[src/rtl/reg_hex_display_scan.sv]
// Scans a frame-aligned snapshot of one 16-bit CPU register view as four hex
// digits onto a common-anode 7-segment display.
module reg_hex_display_scan #(
    parameter int SCAN_DIV       = 100000,
    parameter bit SEG_ACTIVE_LOW = 1'b1
) (
    input  logic        clk,
    input  logic        reset,
    input  logic [15:0] a0,
    input  logic [15:0] v0,
    input  logic [15:0] sp,
    input  logic [15:0] ra,
    input  logic [1:0]  sel,
    output logic [3:0]  an,
    output logic [6:0]  seg,
    output logic        dp,
    output logic        frame_done
);

    localparam int             DIV_W    = (SCAN_DIV > 1) ? $clog2(SCAN_DIV) : 1;
    localparam logic [DIV_W-1:0] DIV_LAST = DIV_W'(SCAN_DIV - 1);
    localparam logic [6:0]     SEG_OFF  = SEG_ACTIVE_LOW ? 7'h7F : 7'h00;
    localparam logic           DP_OFF   = SEG_ACTIVE_LOW ? 1'b1 : 1'b0;

    // Active-low gfedcba pattern for one hex digit.
    function automatic logic [6:0] hex_to_seg(input logic [3:0] nib);
        logic [6:0] pat;
        case (nib)
            4'h0:    pat = 7'h40;
            4'h1:    pat = 7'h79;
            4'h2:    pat = 7'h24;
            4'h3:    pat = 7'h30;
            4'h4:    pat = 7'h19;
            4'h5:    pat = 7'h12;
            4'h6:    pat = 7'h02;
            4'h7:    pat = 7'h78;
            4'h8:    pat = 7'h00;
            4'h9:    pat = 7'h10;
            4'hA:    pat = 7'h08;
            4'hB:    pat = 7'h03;
            4'hC:    pat = 7'h46;
            4'hD:    pat = 7'h21;
            4'hE:    pat = 7'h06;
            4'hF:    pat = 7'h0E;
            default: pat = 7'h7F;
        endcase
        return pat;
    endfunction

    function automatic logic [3:0] pick_nibble(input logic [15:0] v, input logic [1:0] i);
        logic [3:0] n;
        case (i)
            2'd0:    n = v[3:0];
            2'd1:    n = v[7:4];
            2'd2:    n = v[11:8];
            2'd3:    n = v[15:12];
            default: n = 4'h0;
        endcase
        return n;
    endfunction

    logic [DIV_W-1:0] div_cnt_r;
    logic [1:0]       idx_r;
    logic [15:0]      shown_r;

    logic             tick_s;
    logic             load_s;
    logic [1:0]       idx_next_s;
    logic [15:0]      view_s;
    logic [15:0]      shown_next_s;
    logic [6:0]       seg_raw_s;
    logic [6:0]       seg_next_s;

    // Tick, snapshot and next-digit decode; digit 0 of a new frame uses the fresh snapshot.
    always_comb begin
        tick_s       = (div_cnt_r == DIV_LAST);
        load_s       = tick_s && (idx_r == 2'd3);
        idx_next_s   = idx_r;
        view_s       = a0;
        shown_next_s = shown_r;
        if (tick_s) begin
            idx_next_s = idx_r + 2'd1;
        end else begin
            idx_next_s = idx_r;
        end
        case (sel)
            2'b00:   view_s = a0;
            2'b01:   view_s = v0;
            2'b10:   view_s = sp;
            2'b11:   view_s = ra;
            default: view_s = a0;
        endcase
        if (load_s) begin
            shown_next_s = view_s;
        end else begin
            shown_next_s = shown_r;
        end
        seg_raw_s = hex_to_seg(pick_nibble(shown_next_s, idx_next_s));
        if (SEG_ACTIVE_LOW) begin
            seg_next_s = seg_raw_s;
        end else begin
            seg_next_s = ~seg_raw_s;
        end
    end

    // Prescaler, digit index, snapshot and registered display outputs.
    always_ff @(posedge clk or posedge reset) begin
        if (reset) begin
            div_cnt_r  <= {DIV_W{1'b0}};
            idx_r      <= 2'd3;
            shown_r    <= 16'h0000;
            an         <= 4'b1111;
            seg        <= SEG_OFF;
            dp         <= DP_OFF;
            frame_done <= 1'b0;
        end else begin
            if (tick_s) begin
                div_cnt_r <= {DIV_W{1'b0}};
                an        <= ~(4'b0001 << idx_next_s);
                seg       <= seg_next_s;
            end else begin
                div_cnt_r <= div_cnt_r + DIV_W'(1);
            end
            idx_r      <= idx_next_s;
            shown_r    <= shown_next_s;
            dp         <= DP_OFF;
            frame_done <= load_s;
        end
    end

endmodule

[config.mk]
export PLATFORM = sky130hd
export DESIGN_NAME = reg_hex_display_scan
export DESIGN_NICKNAME = d
export VERILOG_FILES = /design/src/rtl/reg_hex_display_scan.sv
export SDC_FILE = /design/constraint.sdc
export NUM_CORES = 1
export LEC_CHECK = 0
export ABC_AREA = 1
export CORE_ASPECT_RATIO = 1.2
export CORE_MARGIN = 2
export CORE_UTILIZATION = 50
export CTS_BUF_LIST = sky130_fd_sc_hd__clkbuf_8 sky130_fd_sc_hd__clkbuf_16
export CTS_CLUSTER_DIAMETER = 30
export DETAILED_ROUTE_END_ITERATION = 16
export PLACE_DENSITY = 0.81
export SLEW_MARGIN = 0
export SYNTH_ARGS = -nofsm -noshare
export SYNTH_HDL_FRONTEND = slang
export SYNTH_SLANG_ARGS = --single-unit
[constraint.sdc]
create_clock -name clk -period 3 [get_ports clk]
set_input_delay 0.6 -clock clk [delete_from_list [all_inputs] [get_ports clk]]
set_output_delay 0.6 -clock clk [all_outputs]
set_load 0.01 [all_outputs]
[Yosys cells after proc, flatten, opt, wreduce, memory -nomap -nowiden]
Memory sizes are Yosys's and may differ from the RTL's. A register that Yosys moved wholly into a read port is not among the register bits.
Cells that the tools add are included.
Word-level totals
  flip-flop bits (word level): 40
  latch bits: 0
  RAM bits: 0
  memory bits (read-only): 112
  input bits: 68
  output and inout bits: 13
  word-level logic and storage cells: 26
  memories kept: 1
Memory list
  (name not given): depth 16, width 7, rd ports 1, clocked after Yosys merged registers in 1, write ports 0, RTL line 28  | case (nib)
Operators by class
  add/sub/neg operators: 2
  multiply operators: 0
  divide/modulo/power cells: 0
  order comparisons: 0
  equality and inequality tests: 8
  shifts and indexed selects: 1
  muxes and demuxes: 5
  bitwise operators: 1
  reductions and logical operators: 3
Operator list (count)
  16-bit case mux with 4 select lines: 1
  17-bit by 1-bit adder with 17-bit output (second input constant): 1
  17-bit == test (second input constant): 1
  17-bit two-way mux: 1
  16-bit two-way mux: 1
  4-bit case mux with 4 select lines: 1
  2-bit == test (second input constant): 5
  2-bit by 1-bit == test with 1-bit output (second input constant): 2
  2-bit zero test: 2
  4-bit inverter: 1
  1-bit by 2-bit left shift with 4-bit output (first input constant): 1
  2-bit by 1-bit adder with 2-bit output (second input constant): 1
  2-bit two-way mux: 1
  1-bit logical AND: 1

[Logic depth before layout (Yosys ltp)]
  depth after elaboration: 4
  depth in mapped cells: 20

[Least setup slack after synthesis]
OpenSTA, ideal clock, no wires.
  path kind: reg-to-reg
  start: register div_cnt_r[0]
  end: register seg[3]
  setup time: 0.060 ns
  arrival: 2.323 ns
  required time: 2.940 ns
  slack: 0.617 ns
  stages on the path, launching flop included: 19
  buffers on the path: 1
  clock period less this slack: 2.383 ns
  cells stage by stage: dfrtp_1 > ha_1 > nand3_4 > nor2_4 > nand4_2 > buf_6 > nand2_1 > o21ai_1 > nand2_1 > nand3_1 > nor2_1 > ha_1 > inv_1 > nand3_1 > nand2_1 > nand2_1 > nand2_1 > nand2_1 > nand2_1
Between the ends
  word-level cells in the longest chain between the ends: 4
Ends and longest elaborated chain
  start, declared: RTL line 62  | logic [DIV_W-1:0] div_cnt_r;
  start signal, assigned: RTL line 109  | div_cnt_r <= {DIV_W{1'b0}};
  start signal, assigned: RTL line 118  | div_cnt_r <= {DIV_W{1'b0}};
  start signal, assigned: RTL line 122  | div_cnt_r <= div_cnt_r + DIV_W'(1);
  17-bit == test: RTL line 76  | tick_s = (div_cnt_r == DIV_LAST);
  1-bit logical AND: RTL line 77  | load_s = tick_s && (idx_r == 2'd3);
  16-bit two-way mux: RTL line 93  | if (load_s) begin
  net shown_next_s[12]: RTL line 70  | logic [15:0] shown_next_s;
  4-bit case mux with 4 select lines: RTL line 52  | case (i)
  end, declared: RTL line 15  | output logic [6:0] seg,
The timed path passes the listed nets, and every way through them passes these cells.
A chain may end at the register's enable or synchronous reset.

[Final worst setup path]
  start: input sel[0]
  end: register seg[0]
Between the ends
  word-level cells in the longest chain between the ends: 4
Ends and longest elaborated chain
  start, declared: RTL line 13  | input logic [1:0] sel,
  2-bit == test (tied with other cells): RTL line 86  | case (sel)
  16-bit case mux with 4 select lines *: RTL line 86
  16-bit two-way mux *: RTL line 93
  net shown_next_s[13]: RTL line 70
  4-bit case mux with 4 select lines *: RTL line 52
Mark *: on every way through the listed nets, which the timed path passes. The rest lies on a longest branch.

==> metrics.csv <==
metric,value,unit
outcome,"complete, no violations",
First DRT Iteration DRCs,104,
data required time at the worst endpoint,3.24,ns
final design utilization,0.668,
Worst Setup Start Kind,input port,
DR DRC count,0,
sequential fraction of the synthesis area,0.363,
fin nets,614,
Sink Count,47,
HP Class,flip-flop to flip-flop,
Detailed Route WL,7590,µm
endpoints failing setup,0,
Post-CTS Resized,0,
Worst path max stage delay,0.61,ns
Max Clock Freq,372,MHz
worst-path fanout max,16,
Syn-to-layout area delta,30.4,%
Vias,3135,
layout cell share with drive strength beyond 1,0.158,
largest net degree at the start of global routing,40,
critical path's top delay family,simple AND/OR/NAND/NOR gates,
drt first pass iters,4,
initial antenna violation count,0,
Worst R2R End,seg[3]$_DFFE_PP1N_,
asr flop ratio synth,1.00,
Crit Path Class,input port to flip-flop,
cts hold-fix bufs,0,
Hold WS,0.475,ns
RSZ-0062 raised after global routing,no,
Max Transition Viols Final,0,
Routed Antenna Nets,0,
port bufs,79,
Worst R2R Start,div_cnt_r[11]$_DFF_PP0_,
number of global-route vias before repair,2955,
CP Capture Type,flip-flop,
die height,92.8,µm
synth unique cells,42,
Max-cap violations,0,
predominant post-synthesis flop cell,dfrtp_1,
Cell Rows,32,
syn_area_per_cell,7.29,µm²
Final Wtd Congestion,0.946,
Hold Path Stages,2,
placed cell count,616,
Worst Path Arrival,2.93,ns
Routed WL per cell,12.2,µm
Pleak,2.03,nW
fin cells,624,
Clock Path Buffers,2,
synthesis warning total,0,
synthesized net count,526,
CP max stage cell,clkdlybuf4s50_1,
CTS root buf,clkbuf_8,
Final Hold Violating Endpoints,0,
Reg2Reg Depth,19,
die area,7230,µm²
pwr dens,278,nW/µm²
"Clk pin slew, worst setup/hold paths",0.08,ns
Tcrit/Tclk final,0.896,
cell area after synthesis,3280,µm²
CP Cell Sequence,clkdlybuf4s50_1 -> nor2_1 -> buf_4 -> nand2_1 -> nand4_1 -> nand3_1 -> nand2_1 -> nand2_1 -> nand3_1 -> nor2_2 -> inv_1 -> ha_1 -> nand4_1 -> nand2_1 -> nand2_1 -> nand2_1 -> nand2_1 -> nand2_1,
I/O pin cnt,81,
fin crit period,2.69,ns
DR vias/cell,5.02,
# diodes,0,
Post-synth EDFFs,0,
peak supply drop,0.190,mV
#FFs+latches synth,47,
Slew headroom,0.456,
post-detail-place hpwl,6230,µm
Clock Latency Late Sink,0.31,ns
R2R setup slack,0.35,ns
Hold Path Origin,seg[0]$_DFFE_PP1N_,
CTS tree,done,
Fillers,573,
most frequent CP cell,nand2_1,
WP buf/inv,3,
H-tree depth,2,
Least-Margin Pin Slew,0.814,ns
Syn Inst Count,450,
clock skew,0.0150,ns
Core ar.,6410,µm²
GRT Total Usage,0.224,
Hold Path End,seg[0]$_DFFE_PP1N_,
cts bufs inserted,5,
Initial Utilization,0.512,
global-route wire length before repair,13100,µm
GRT Residual Overflow,0,
setup repair bufs after CTS,0,
Die W,78.0,µm
## registers in the layout (all words and copies together) (netlist names)
| signal | cells |
|---|---|
| div_cnt_r | 17 |
| shown_r | 16 |
| seg | 7 |
| an | 4 |
| idx_r | 2 |
| frame_done | 1 |
## metrics by stage
step                setup WS, ns  total power, W  setup TNS [ns]  instance area (µm²)
detailed placement       -0.0135        0.000808         -0.0182                 4190
global route              0.0130         0.00124               0                 4280
CTS                        0.312         0.00120               0                 4280
finish                     0.313         0.00119               0                 4280
floorplan                  0.617        0.000704               0                 3280
global placement          0.0608        0.000806               0                 4190
## power by group
group / total, W / switching [W] / internal (W)
sequential: 0.000634 / 0 / 0.000634
clock: 0.000398 / 0.000215 / 0.000183
combinational: 0.000160 / 0.0000614 / 0.0000985
total: 0.00119 / 0.000277 / 0.000915
## Yosys cell counts (2+ instances only)
master	instances	share of area
nor2_2	7	0.013
a211oi_1	2	0.0046
nand3_1	35	0.053
nand3_2	4	0.012
buf_4	4	0.0092
nand2_2	10	0.019
dfrtp_1	34	0.26
nand2_1	151	0.17
nor2_8	3	0.018
dfstp_2	13	0.10
nand4_1	15	0.029
ha_1	8	0.031
inv_1	47	0.054
xor2_1	4	0.011
o22ai_1	2	0.0038
buf_6	3	0.010
o21ai_2	3	0.0080
inv_2	7	0.0080
o21ai_0	12	0.018
a31oi_1	2	0.0038
o21ai_1	3	0.0046
nor2_4	8	0.027
nor2_1	37	0.042
nand3_4	2	0.011
a21oi_1	17	0.026
## per-layer routing
layer / global-route usage / wire, µm / vias to the layer above
met5: 0 / 0 / -
met4: 0.0468 / 63 / 0
met3: 0.0361 / 329 / 7
met2: 0.433 / 4020 / 79
met1: 0.255 / 3170 / 1439
li1: - / - / 1610
## cell families after synthesis
group / after synthesis / share of synthesized area
AOI/OAI and AO/OA: 46 / 0.0873
DFF: 47 / 0.363
buffers and inverters: 65 / 0.0869
xor gates and xnor gates: 4 / 0.0107
and+or+nand+nor: 279 / 0.420
adders and majority gates: 8 / 0.0305
other: 1 / 0.00114
## worst max-delay path by stage
stage	from	endpoint	slack (ns)	cells past startpoint
4_1_cts	sel[0]	seg[0]$_DFFE_PP1N_	0.31	18
5_1_grt	div_cnt_r[11]$_DFF_PP0_	seg[3]$_DFFE_PP1N_	0.01	19
3_3_place_gp	sel[0]	seg[0]$_DFFE_PP1N_	0.06	18
6_report	sel[0]	seg[0]$_DFFE_PP1N_	0.31	18
3_5_place_dp	sel[0]	seg[0]$_DFFE_PP1N_	-0.01	18
2_1_floorplan	div_cnt_r[0]$_DFF_PP0_	seg[3]$_DFFE_PP1N_	0.62	18
## cell usage in the layout, fill, tap and decap left out, drive strengths merged, types with 4 or more instances in the layout
master | synthesis | layout
nand2 | 162 | 162
clkdlybuf4s50 | 0 | 79
inv | 55 | 56
nor2 | 55 | 55
nand3 | 41 | 41
dfrtp | 34 | 34
o21ai | 19 | 19
a21oi | 18 | 18
nand4 | 16 | 16
dfstp | 13 | 13
buf | 8 | 11
ha | 8 | 8
clkbuf | 1 | 6
xor2 | 4 | 4
## area by class of cell
| type | count | area, µm² | share of cell area |
|---|---|---|---|
| inverter | 56 | 213 | 0.0497 |
| clock inverter | 2 | 8.76 | 0.00205 |
| multi-input combinational | 338 | 1800 | 0.422 |
| tap | 85 | 106 | 0.0248 |
| sequential | 47 | 1190 | 0.279 |
| timing repair buffer | 90 | 873 | 0.204 |
| clock buffer | 6 | 82.6 | 0.0193 |
## worst register-to-register path, delay by kind of cell (launching register included)
family | cells | cell delay [ns]
DFF | 1 | 0.49
buffers and inverters | 2 | 0.19
adders and majority gates | 1 | 0.28
and+or+nand+nor | 15 | 1.52
AOI/OAI and AO/OA | 1 | 0.12
No activity file was read; power rests on OpenSTA's default activity.
